**src/rtl/mem_wb_ctrl_pkg.sv**
```systemverilog
// Shared ISA constants and types for the memory / write-back stage.
// No logic of its own; the opcode helpers are pure combinational functions.
// Not applicable: the package carries no flow control.
package mem_wb_ctrl_pkg;

   localparam int OP_HI  = 31;
   localparam int OP_LO  = 27;
   localparam int OP_W   = OP_HI - OP_LO + 1;
   localparam int ADDR_W = 12;

   localparam logic [OP_W-1:0] OP_LW = 5'b01000;
   localparam logic [OP_W-1:0] OP_SW = 5'b00111;

   typedef enum logic {
      ST_IDLE = 1'b0,
      ST_WAIT = 1'b1
   } state_t;

   // M/W pipeline register contents
   typedef struct packed {
      logic [31:0] insn;
      logic [31:0] alu;
      logic [31:0] mem;
      logic        valid;
   } mw_t;

   function automatic logic [OP_W-1:0] opcode_of(input logic [31:0] insn);
      return insn[OP_HI:OP_LO];
   endfunction

   function automatic logic is_mem_op(input logic [31:0] insn);
      return (opcode_of(insn) == OP_LW) || (opcode_of(insn) == OP_SW);
   endfunction

endpackage

```
**src/rtl/mem_wb_ctrl_mw_reg.sv**
```systemverilog
// M/W pipeline register bank with write enable.
// Latency: 1 cycle from d/we to q.
// Backpressure: we=0 holds the current contents; reset wins over we.
module mw_reg
   import mem_wb_ctrl_pkg::*;
(
   input  logic clock,
   input  logic reset,
   input  logic we,
   input  mw_t  d,
   output mw_t  q
);

   // Load on write enable, clear on reset
   always_ff @(posedge clock) begin
      if (reset) begin
         q <= '0;
      end else if (we) begin
         q <= d;
      end
   end

endmodule

```
**src/rtl/mem_wb_ctrl.sv**
```systemverilog
// Memory stage controller: issues lw/sw to data memory and fills M/W.
// Latency: 1 cycle for non-memory insns, 1+n for memory ops (n WAIT cycles incl. ack).
// Backpressure: stall freezes upstream while an access waits; a timeout aborts and sets mem_err.
module mem_wb_ctrl
   import mem_wb_ctrl_pkg::*;
#(
   parameter int TIMEOUT = 255
) (
   input  logic              clock,
   input  logic              reset,
   input  logic [31:0]       xm_insn,
   input  logic [31:0]       xm_alu,
   input  logic [31:0]       xm_data_b,
   output logic              dmem_req,
   output logic              dmem_wren,
   output logic [ADDR_W-1:0] dmem_addr,
   output logic [31:0]       dmem_wdata,
   input  logic              dmem_ack,
   input  logic [31:0]       dmem_rdata,
   output logic              stall,
   output logic [31:0]       mw_insn,
   output logic [31:0]       mw_alu,
   output logic [31:0]       mw_mem,
   output logic              mw_valid,
   output logic              mem_err
);

   // Last counter value before the access is abandoned
   localparam logic [7:0] CNT_LAST = 8'(TIMEOUT - 1);

   state_t            state;
   logic [7:0]        cnt;
   logic [ADDR_W-1:0] lat_addr;
   logic [31:0]       lat_wdata;
   logic [31:0]       lat_insn;
   logic [31:0]       lat_alu;
   logic              lat_wren;

   logic              in_wait;
   logic              xm_is_mem;
   logic              xm_is_sw;
   logic              cnt_last;
   logic              mw_we;
   mw_t               mw_d;
   mw_t               mw_q;

   assign in_wait   = (state == ST_WAIT);
   assign xm_is_mem = is_mem_op(xm_insn);
   assign xm_is_sw  = (opcode_of(xm_insn) == OP_SW);
   assign cnt_last  = (cnt == CNT_LAST);

   // Memory port shows the latched request only while waiting and out of reset
   assign dmem_req   = in_wait && !reset;
   assign dmem_wren  = dmem_req && lat_wren;
   assign dmem_addr  = dmem_req ? lat_addr  : '0;
   assign dmem_wdata = dmem_req ? lat_wdata : '0;

   // Stall and M/W next-value selection; ack and timeout release the stall in their own cycle
   always_comb begin
      stall = 1'b0;
      mw_we = 1'b0;
      mw_d  = '0;
      if (!in_wait) begin
         mw_we = 1'b1;
         if (xm_is_mem) begin
            stall = 1'b1;          // bubble into M/W while the access starts
         end else begin
            mw_d.insn  = xm_insn;
            mw_d.alu   = xm_alu;
            mw_d.valid = (xm_insn != '0);
         end
      end else if (dmem_ack) begin
         mw_we      = 1'b1;
         mw_d.insn  = lat_insn;
         mw_d.alu   = lat_alu;
         mw_d.mem   = lat_wren ? '0 : dmem_rdata;
         mw_d.valid = 1'b1;
      end else if (cnt_last) begin
         mw_we      = 1'b1;        // abort: insn recorded but marked invalid
         mw_d.insn  = lat_insn;
         mw_d.alu   = lat_alu;
      end else begin
         stall = 1'b1;
      end
      if (reset) begin
         stall = 1'b0;
      end
   end

   // FSM, wait counter, request latches and sticky error flag
   always_ff @(posedge clock) begin
      if (reset) begin
         state     <= ST_IDLE;
         cnt       <= '0;
         lat_addr  <= '0;
         lat_wdata <= '0;
         lat_insn  <= '0;
         lat_alu   <= '0;
         lat_wren  <= 1'b0;
         mem_err   <= 1'b0;
      end else begin
         case (state)
            ST_IDLE: begin
               if (xm_is_mem) begin
                  lat_addr  <= xm_alu[ADDR_W-1:0];
                  lat_wdata <= xm_data_b;
                  lat_insn  <= xm_insn;
                  lat_alu   <= xm_alu;
                  lat_wren  <= xm_is_sw;
                  cnt       <= '0;
                  state     <= ST_WAIT;
               end
            end
            ST_WAIT: begin
               if (dmem_ack) begin
                  state <= ST_IDLE;
               end else if (cnt_last) begin
                  mem_err <= 1'b1;
                  state   <= ST_IDLE;
               end else begin
                  cnt <= cnt + 8'd1;
               end
            end
            default: state <= ST_IDLE;
         endcase
      end
   end

   mw_reg u_mw_reg (
      .clock (clock),
      .reset (reset),
      .we    (mw_we),
      .d     (mw_d),
      .q     (mw_q)
   );

   assign mw_insn  = mw_q.insn;
   assign mw_alu   = mw_q.alu;
   assign mw_mem   = mw_q.mem;
   assign mw_valid = mw_q.valid;

endmodule

```
**config.mk**
```make
export PLATFORM = sky130hd
export DESIGN_NAME = mem_wb_ctrl
export DESIGN_NICKNAME = d
export VERILOG_FILES = /design/src/rtl/mem_wb_ctrl_pkg.sv /design/src/rtl/mem_wb_ctrl_mw_reg.sv /design/src/rtl/mem_wb_ctrl.sv
export SDC_FILE = /design/constraint.sdc
export NUM_CORES = 1
export LEC_CHECK = 0
export ABC_AREA = 1
export CAP_MARGIN = 20
export CORE_MARGIN = 3
export CORE_UTILIZATION = 48
export CTS_CLUSTER_DIAMETER = 40
export CTS_CLUSTER_SIZE = 12
export DETAILED_ROUTE_END_ITERATION = 8
export GPL_ROUTABILITY_DRIVEN = 1
export PLACE_DENSITY = 0.77
export SLEW_MARGIN = 10
export SYNTH_ARGS = -nofsm -noshare
export SYNTH_HDL_FRONTEND = slang
export SYNTH_HIERARCHICAL = 1
export SYNTH_SLANG_ARGS = --single-unit
```
**constraint.sdc**
```tcl
create_clock -name clock -period 1.86 [get_ports clock]
set_input_delay 0.279 -clock clock [delete_from_list [all_inputs] [get_ports clock]]
set_output_delay 0.279 -clock clock [all_outputs]
set_load 0.01 [all_outputs]
```
=== Word level (Yosys, flattened, before mapping) ===
Index checks and enable logic that the tools add are counted.

* Add/sub/neg operators: 1
* Eq/ne operators: 6
* Multiplexer cells: 24
* Bitwise logic cells: 2
* Reduce and logical (&&, ||, !) cells: 8

{| class="wikitable"
|+ Operator list
! cell !! number
|-
| $mux W64 || 4
|-
| $mux W32 || 3
|-
| $mux W33 || 1
|-
| $reduce_bool A32 Y1 || 1
|-
| $mux W8 || 3
|-
| $pmux W8 S2 || 1
|-
| $mux W12 || 1
|-
| $mux W1 || 10
|-
| $add A8 B1 Y8 const B || 1
|-
| $eq A8 B8 Y1 const B || 1
|-
| $ne A2 B2 Y1 const B || 3
|-
| $reduce_and A3 Y1 || 2
|-
| $eq A5 B3 Y1 const B || 1
|-
| $eq A5 B4 Y1 const B || 1
|-
| $logic_and A1 B1 Y1 || 2
|-
| $not A1 Y1 || 2
|-
| $pmux W1 S2 || 1
|-
| $reduce_and A2 Y1 || 1
|-
| $logic_not A1 Y1 || 1
|-
| $logic_or A1 B1 Y1 || 1
|}

* Bits in registers: 216
* Input bits: 131
* Output and inout port bits: 145

=== Depth between registers and ports, before layout ===
Gate-level depths: netlist of run 1.

* Depth in word-level cells: 5
* Mapped depth: 13

=== Modules after synthesis ===
The synthesis of run 1 kept the hierarchy.

{| class="wikitable"
|+ Modules (own cells, without submodules)
! module !! instances !! cells an instance !! area each (sq um) !! seq. area each (sq um)
|-
| mem_wb_ctrl || 1 || 905 || 5589.1 || 2142.1
|-
| mw_reg || 1 || 615 || 4010.1 || 1941.9
|}

=== Least setup slack after synthesis of run 1 ===
OpenSTA, ideal clock, no wires.

* Kind: flip-flop to flip-flop
* From: register cnt[0]
* To: register u_mw_reg/q[10] (netlist bit)
* Library setup time: 0.113 ns
* Arrival: 1.551 ns
* Path slack: 0.196 ns
* Stages on the path, launching flop included: 13
* Period minus slack after synthesis: 1.664 ns
* Path through: dfxtp_1 inv_1 ha_1 nand2_1 nor2_1 nand2_2 nand2_1 buf_4 buf_6 buf_8 buf_4 nor2_1 nor2_1

* Cells in the longest elaborated chain, start to end: 4

{| class="wikitable"
|+ RTL lines
! item !! RTL line !! source
|-
| start, declared || mem_wb_ctrl.sv:32 || <nowiki>logic [7:0] cnt;</nowiki>
|-
| start signal, assigned || mem_wb_ctrl.sv:121 || <nowiki>cnt <= cnt + 8'd1;</nowiki>
|-
| $eq A8 B8 Y1 || mem_wb_ctrl.sv:50 || <nowiki>assign cnt_last = (cnt == CNT_LAST);</nowiki>
|-
| $mux W1 || mem_wb_ctrl.sv:78 || <nowiki>end else if (cnt_last) begin</nowiki>
|-
| $mux W1 || mem_wb_ctrl.sv:72 || <nowiki>end else if (dmem_ack) begin</nowiki>
|-
| $mux W1 || mem_wb_ctrl.sv:63 || <nowiki>if (!in_wait) begin</nowiki>
|-
| via mw_we || mem_wb_ctrl.sv:43 || <nowiki>logic mw_we;</nowiki>
|-
| end signal, assigned || mem_wb_ctrl_mw_reg.sv:17 || <nowiki>q <= '0;</nowiki>
|-
| end signal, assigned || mem_wb_ctrl_mw_reg.sv:19 || <nowiki>q <= d;</nowiki>
|-
| end, declared || mem_wb_ctrl_mw_reg.sv:11 || <nowiki>output mw_t q</nowiki>
|}

The timed path passes the listed nets, and every way through them passes these cells.
A chain may end at the register's enable or synchronous reset.

=== Worst setup path in the final report of run 1 ===
* From: register state (netlist: in_wait)
* To: output dmem_addr[2]

* Cells in the longest elaborated chain, start to end: 2

{| class="wikitable"
|+ RTL lines
! item !! RTL line !! source
|-
| start, declared || mem_wb_ctrl.sv:31 || <nowiki>state_t state;</nowiki>
|-
| start signal, assigned || mem_wb_ctrl.sv:93 || <nowiki>state <= ST_IDLE;</nowiki>
|-
| start signal, assigned || mem_wb_ctrl.sv:111 || <nowiki>state <= ST_WAIT;</nowiki>
|-
| start signal, assigned || mem_wb_ctrl.sv:116 || <nowiki>state <= ST_IDLE;</nowiki>
|-
| $logic_and A1 B1 Y1 || mem_wb_ctrl.sv:53 || <nowiki>assign dmem_req = in_wait && !reset;</nowiki>
|-
| $mux W12 || mem_wb_ctrl.sv:55 || <nowiki>assign dmem_addr = dmem_req ? lat_addr : '0;</nowiki>
|-
| end, declared || mem_wb_ctrl.sv:16 || <nowiki>output logic [ADDR_W-1:0] dmem_addr,</nowiki>
|}

No other way between the ends.

==> impl_metrics.ini, run 1 <==
[outcome]
outcome = finished clean

[sta]
setup_viol = 0
worstMarginPinSlew_ns = 0.4455
finalHoldWorstSlack_ns = 0.3906
fin_crit_sh_pct = 98.09
slew_violations = 0
clock.fmax_mhz = 548.1
skew_ns = 0.01764
max-slew-margin-rel_pct = 70.30
layout_setup_ws_ns = 0.03560
fin_crit_ns = 1.824
rsz0062_at_grt = true
final_hold_viol_count = 0

[setup_path]
end_kind = output pin
worstPathMaxFanout = 20
criticalPathCategory = flop to output pin
required_ns = 1.58
start_kind = flop
slowest_stage = dfxtp_4
slowest_delay_ns = 0.37
arrival_ns = 1.55
crit_path_cell_trace = buf_12, nand2_1, nor2_1, clkdlybuf4s15_1

[job]
maxCapViolCount = 0

[global_routing]
overflow = 0
grt_pass1_vias = 9394
grt_usage_pct = 25.23
grt_max_degree = 98
grt_antenna_before_repair = 0
grt_pass1_wl_um = 46010

[drt]
drc = 0
initialDrtViolationCount = 646
dr.pass1.iters = 5
wl_per_cell_um = 13.95
via_count = 9995
vias_per_cell = 4.808
routed_wl_um = 29000
postRouteAntennaNets = 0

[layout]
fin_util_pct = 71.41
final_cell_mix = nor2_1, nand2_1, clkdlybuf4s50_1
drive_above_1_share_pct = 10.03
layout_commonest_cell = nor2_1
area_growth_pct = 45.27
diodes = 0
fin_nets = 1924

[cts]
cts_buffer_depth = 3
clk_pin_slew_ns = 0.05
postCtsHoldBufs = 0
htreeDepth = 2
cts_tree = yes
clock_latency_ns = 0.49
cts_buffers = 34
cts_num_sinks = 204
root_buffer = clkbuf_16

[min_path]
hold_class = input port to flop

[logic_synthesis]
syn-cell-area_um2 = 9599
synth_cell_type_count = 27
synthCells = 1520
synth-seq-cells = 204
yosysSeqAreaShare_pct = 42.54
yosysWarningCount = 6
syn_area_per_cell_um2 = 6.315
syn-num-nets = 1653

[power_and_ir_drop]
ir_worst_vdd_v = 0.0007008
p_per_area_nw_per_um2 = 885.7
p_leak_nw = 6.734
power_mw = 12.35

[placement]
gp_congestion = 0.8380
pre_cts_ws_ns = -0.3177
place_hpwl_um = 17670
io_buffer_count = 275

[die]
core_um2 = 19530
ioPinCount = 276
rows = 51
die_y_um = 147.4
start_util_pct = 49.16
dieArea_um2 = 21730
die_width_um = 147.4
==> cell usage after synthesis <==
| cell | instances | area, um2 |
|---|---|---|
| o21ai_0 | 56 | 280.3 |
| clkinv_2 | 1 | 5.000 |
| buf_6 | 15 | 168.9 |
| nor2_4 | 1 | 11.26 |
| nor2_1 | 467 | 1753 |
| o21a_1 | 1 | 7.510 |
| nand3_1 | 85 | 425.4 |
| buf_1 | 6 | 22.52 |
| and2_1 | 1 | 6.260 |
| xor2_1 | 1 | 8.760 |
| buf_8 | 2 | 30.03 |
| nor3_1 | 1 | 5.000 |
| o21ai_1 | 60 | 300.3 |
| or2_2 | 1 | 6.260 |
| inv_2 | 2 | 7.510 |
| buf_2 | 24 | 120.1 |
| dfxtp_1 | 204 | 4084 |
| nand2_2 | 4 | 25.02 |
| ha_1 | 2 | 25.02 |
| a21oi_1 | 11 | 55.05 |
| a21boi_2 | 1 | 11.26 |
| inv_1 | 195 | 732.0 |
| nand2_1 | 318 | 1194 |
| nor2_2 | 12 | 75.07 |
| buf_4 | 13 | 97.59 |
| nand4_1 | 3 | 18.77 |
| clkbuf_1 | 33 | 123.9 |
==> sequential cells by signal, summed over array words and instances, names as in the netlist <==
| name | flops |
|---|---|
| lat_insn | 32 |
| lat_wren | 1 |
| lat_addr | 11 |
| u_mw_reg/q | 97 |
| lat_alu | 21 |
| lat_wdata | 32 |
| cnt | 8 |
| mem_err | 1 |
| in_wait | 1 |
==> layout make-up <==
class / instances / area [um2]
clock inverters: 18 / 217.7
well taps: 265 / 331.6
repair buffers: 328 / 3333
flip-flops and latches: 204 / 4089
clock buffers: 41 / 928.4
fillers: 1701 / 5582
multi-input cells: 1025 / 4298
inverters: 198 / 747.0
==> power breakdown <==
group	switching, mW	total (mW)	internal, mW	leakage, nW
registers	0.102	4.67	4.57	1.67
clock network	2.15	6.26	4.11	0.551
logic	0.695	1.42	0.724	4.51
total	2.94	12.4	9.41	6.73
==> critical path: cells and delay by family, from the launching register on <==
family / cells / cell delay (ns)
buffers and inverters: 2 / 0.46
flip-flops: 1 / 0.37
AND/OR/NAND/NOR: 2 / 0.23
==> logic make-up (layout without fill, tap and decap cells) <==
group / after synthesis / in the layout / share of synthesized area, %
AOI/OAI and AO/OA: 129 / 129 / 6.817
DFF: 204 / 204 / 42.54
and+or+nand+nor: 893 / 893 / 36.67
xor gates and xnor gates: 1 / 1 / 0.09126
buffers and inverters: 291 / 585 / 13.62
adders and majority gates: 2 / 2 / 0.2606
==> worst paths after layout <==
check | start | endpoint | slack, ns | depth (start not counted)
max | in_wait$_SDFF_PP0_ | dmem_addr[2] | 0.04 | 4
min | xm_data_b[25] | lat_wdata[25]$_SDFFE_PP0P_ | 0.39 | 3
max reg2reg | cnt[0]$_SDFFE_PP0P_ | u_mw_reg/q[95]$_SDFFE_PP0P_ | 0.16 | 14
min reg2reg | lat_insn[31]$_SDFFE_PP0P_ | lat_insn[31]$_SDFFE_PP0P_ | 0.44 | 2
==> per-stage QoR <==
| step | cell area, um2 | TNS, ns | instances |
|---|---|---|---|
| floorplan | 9599 | 0 | 1520 |
| global placement | 12610 | -17.13 | 2007 |
| detailed placement | 12610 | -24.65 | 2007 |
| CTS | 13910 | -1.983 | 2071 |
| global route | 13940 | -0.1333 | 2079 |
| finish | 13940 | 0 | 2079 |
==> routing by layer <==
layer,vias to the layer above,part of all wire [%],GRT usage [%]
li1,5093,-,-
met1,4477,42,32.50
met2,375,47,42.05
met3,50,8.6,6.560
met4,0,2.1,7.363
met5,-,0,0
==> timing repair <==
item | 4_1_cts | 5_1_grt
pin swaps | 0 | 5
buffers inserted | 2 | 2
setup endpoints to repair | 75 | 116
resized for setup | 115 | 63
gates cloned | 3 | 6
Note: power is estimated with default switching activity, not from simulation.
==> run 2: changes to the inputs <==
Settings changed: CORE_MARGIN 3 to 2, SETUP_SLACK_MARGIN set to 0.2.
==> impl_metrics.ini, run 2 (same netlist as run 1, synthesis figures left out) <==
[layout]
largest_register = u_mw_reg/q
fillers = 1469
fin_nets = 1961
reg.largest.list = u_mw_reg/q: 97 flops, lat_insn: 32 flops, lat_wdata: 32 flops
area_growth_pct = 55.70
final_area_um2 = 14950
drive_above_1_share_pct = 17.39
layout_commonest_cell = nor2_1
finalNonFillerCells = 2119
largest_reg_flops = 97
final_cell_mix = nor2_1, nand2_1, dfxtp_1

[cts]
cts_tree = yes
htreeDepth = 1
cts_num_sinks = 204
clock_latency_ns = 0.53
cts_buffer_depth = 3
postCtsHoldBufs = 0
clk_pin_slew_ns = 0.06
root_buffer = clkbuf_16
cts_buffers = 30

[min_path]
holdPathStages = 3
hold_class = input port to flop

[drt]
wl_per_cell_um = 15.48
routed_wl_um = 32810
postRouteAntennaNets = 0
initialDrtViolationCount = 783
drc = 0
vias_per_cell = 4.977
dr.pass1.iters = 7
via_count = 10550

[setup_path]
start_kind = flop
end_kind = flop
arrival_ns = 2.33
crit_path_cell_trace = inv_2, ha_4, nand2_4, nor2_4, nand2_4, buf_6, nand2_8, buf_12, buf_4, buf_16, nand3_1, nand2_1, inv_1, nand2_1, nand2_1, nor2_1
criticalPathCategory = flop to flop
worstPathMaxFanout = 11
required_ns = 2.33
crit_top_cell = nand2_1
reg2reg_depth = 16
slowest_stage = dfxtp_2
slowest_delay_ns = 0.32

[sta]
finalHoldWorstSlack_ns = 0.3437
layout_setup_ws_ns = -0.0001943
max-slew-margin-rel_pct = 75.21
final_hold_viol_count = 0
rsz0062_at_grt = true
slew_violations = 0
setup_viol = 1
fin_crit_sh_pct = 100.0
clock.fmax_mhz = 537.6
fin_crit_ns = 1.860
skew_ns = 0.01208
worstMarginPinSlew_ns = 0.3718

[die]
dieArea_um2 = 21150
die_y_um = 145.4
rows = 51
start_util_pct = 49.16
core_um2 = 19530
die_width_um = 145.4
ioPinCount = 276

[placement]
gp_congestion = 0.8212
pre_cts_ws_ns = -0.3551
io_buffer_count = 275
dpl_cell_area_um2 = 12660
place_hpwl_um = 17480
dp.cells = 2014

[outcome]
failed_checks = negative setup slack
outcome = finished with violations

[global_routing]
grt_antenna_before_repair = 2
grt_usage_pct = 27.24
grt_pass1_vias = 9675
grt_max_degree = 63
grt_pass1_wl_um = 48130
overflow = 0

[job]
maxCapViolCount = 0

[power_and_ir_drop]
power_frac_comb_pct = 13.4
seqPwrFrac_pct = 39.1
p_leak_nw = 7.553
ir_worst_vdd_v = 0.0007678
p_per_area_nw_per_um2 = 800.2
power_mw = 11.96
p_sw_mw = 3.114
p_clk_share_pct = 47.5
swShare_pct = 26.04
power.internal_mw = 8.846
[run 2: final cells by class]
cell class	count	area, um2	share of cell area (%)
multi-input cells	1025	4757	31.83
inverters	198	757.0	5.065
flip-flops and latches	204	4088	27.35
clock inverters	20	200.2	1.339
repair buffers	369	3983	26.65
diodes	2	5.005	0.03349
well taps	265	331.6	2.218
clock buffers	36	824.5	5.517
[run 2: routing by layer]
metal	GRT usage (%)	wire (um)
met1	33.97	13180
met2	46.97	15950
met3	5.423	2545
met4	9.706	1131
met5	0	0
[run 2: per-stage QoR]
stage               utilization, %  setup TNS [ns]
detailed placement           64.82          -48.32
floorplan                        -               0
global placement             64.82          -43.03
CTS                          72.80               0
finish                       76.54      -0.0001943
global route                 76.54          -2.252
[run 2: worst paths after layout]
| check | end | slack [ns] | from |
|---|---|---|---|
| setup / recovery | u_mw_reg/q[38]$_SDFFE_PP0P_ | -0.0002 | cnt[0]$_SDFFE_PP0P_ |
| hold / removal | lat_wdata[22]$_SDFFE_PP0P_ | 0.34 | xm_data_b[22] |
| setup reg to reg | u_mw_reg/q[38]$_SDFFE_PP0P_ | -0.0002 | cnt[0]$_SDFFE_PP0P_ |
| hold reg to reg | u_mw_reg/q[75]$_SDFFE_PP0P_ | 0.45 | u_mw_reg/q[75]$_SDFFE_PP0P_ |
[run 2: worst max-delay path: cells and delay by family, from the launching register on]
kind                       cells  cell delay [ns]
adders and majority gates      1             0.14
and+or+nand+nor                9             0.73
buffers and inverters          6             0.62
DFF                            1             0.32
[run 2: what timing repair did]
| action | 4_1_cts | 5_1_grt |
|---|---|---|
| gates cloned | 12 | 11 |
| gates resized for setup | 388 | 113 |
| pin swaps | 46 | 53 |
| setup buffers | 18 | 6 |
| endpoints found under the setup margin | 262 | 230 |
[run 2: power by group through the flow]
stage,Combinational (mW),Clock (mW),Sequential [mW]
2_1_floorplan,0.605,0,4.79
3_3_place_gp,1.33,0,4.75
4_1_cts,1.47,5.73,4.66
3_5_place_dp,1.35,0,4.75
5_1_grt,1.74,5.95,4.69
6_report,1.60,5.69,4.67
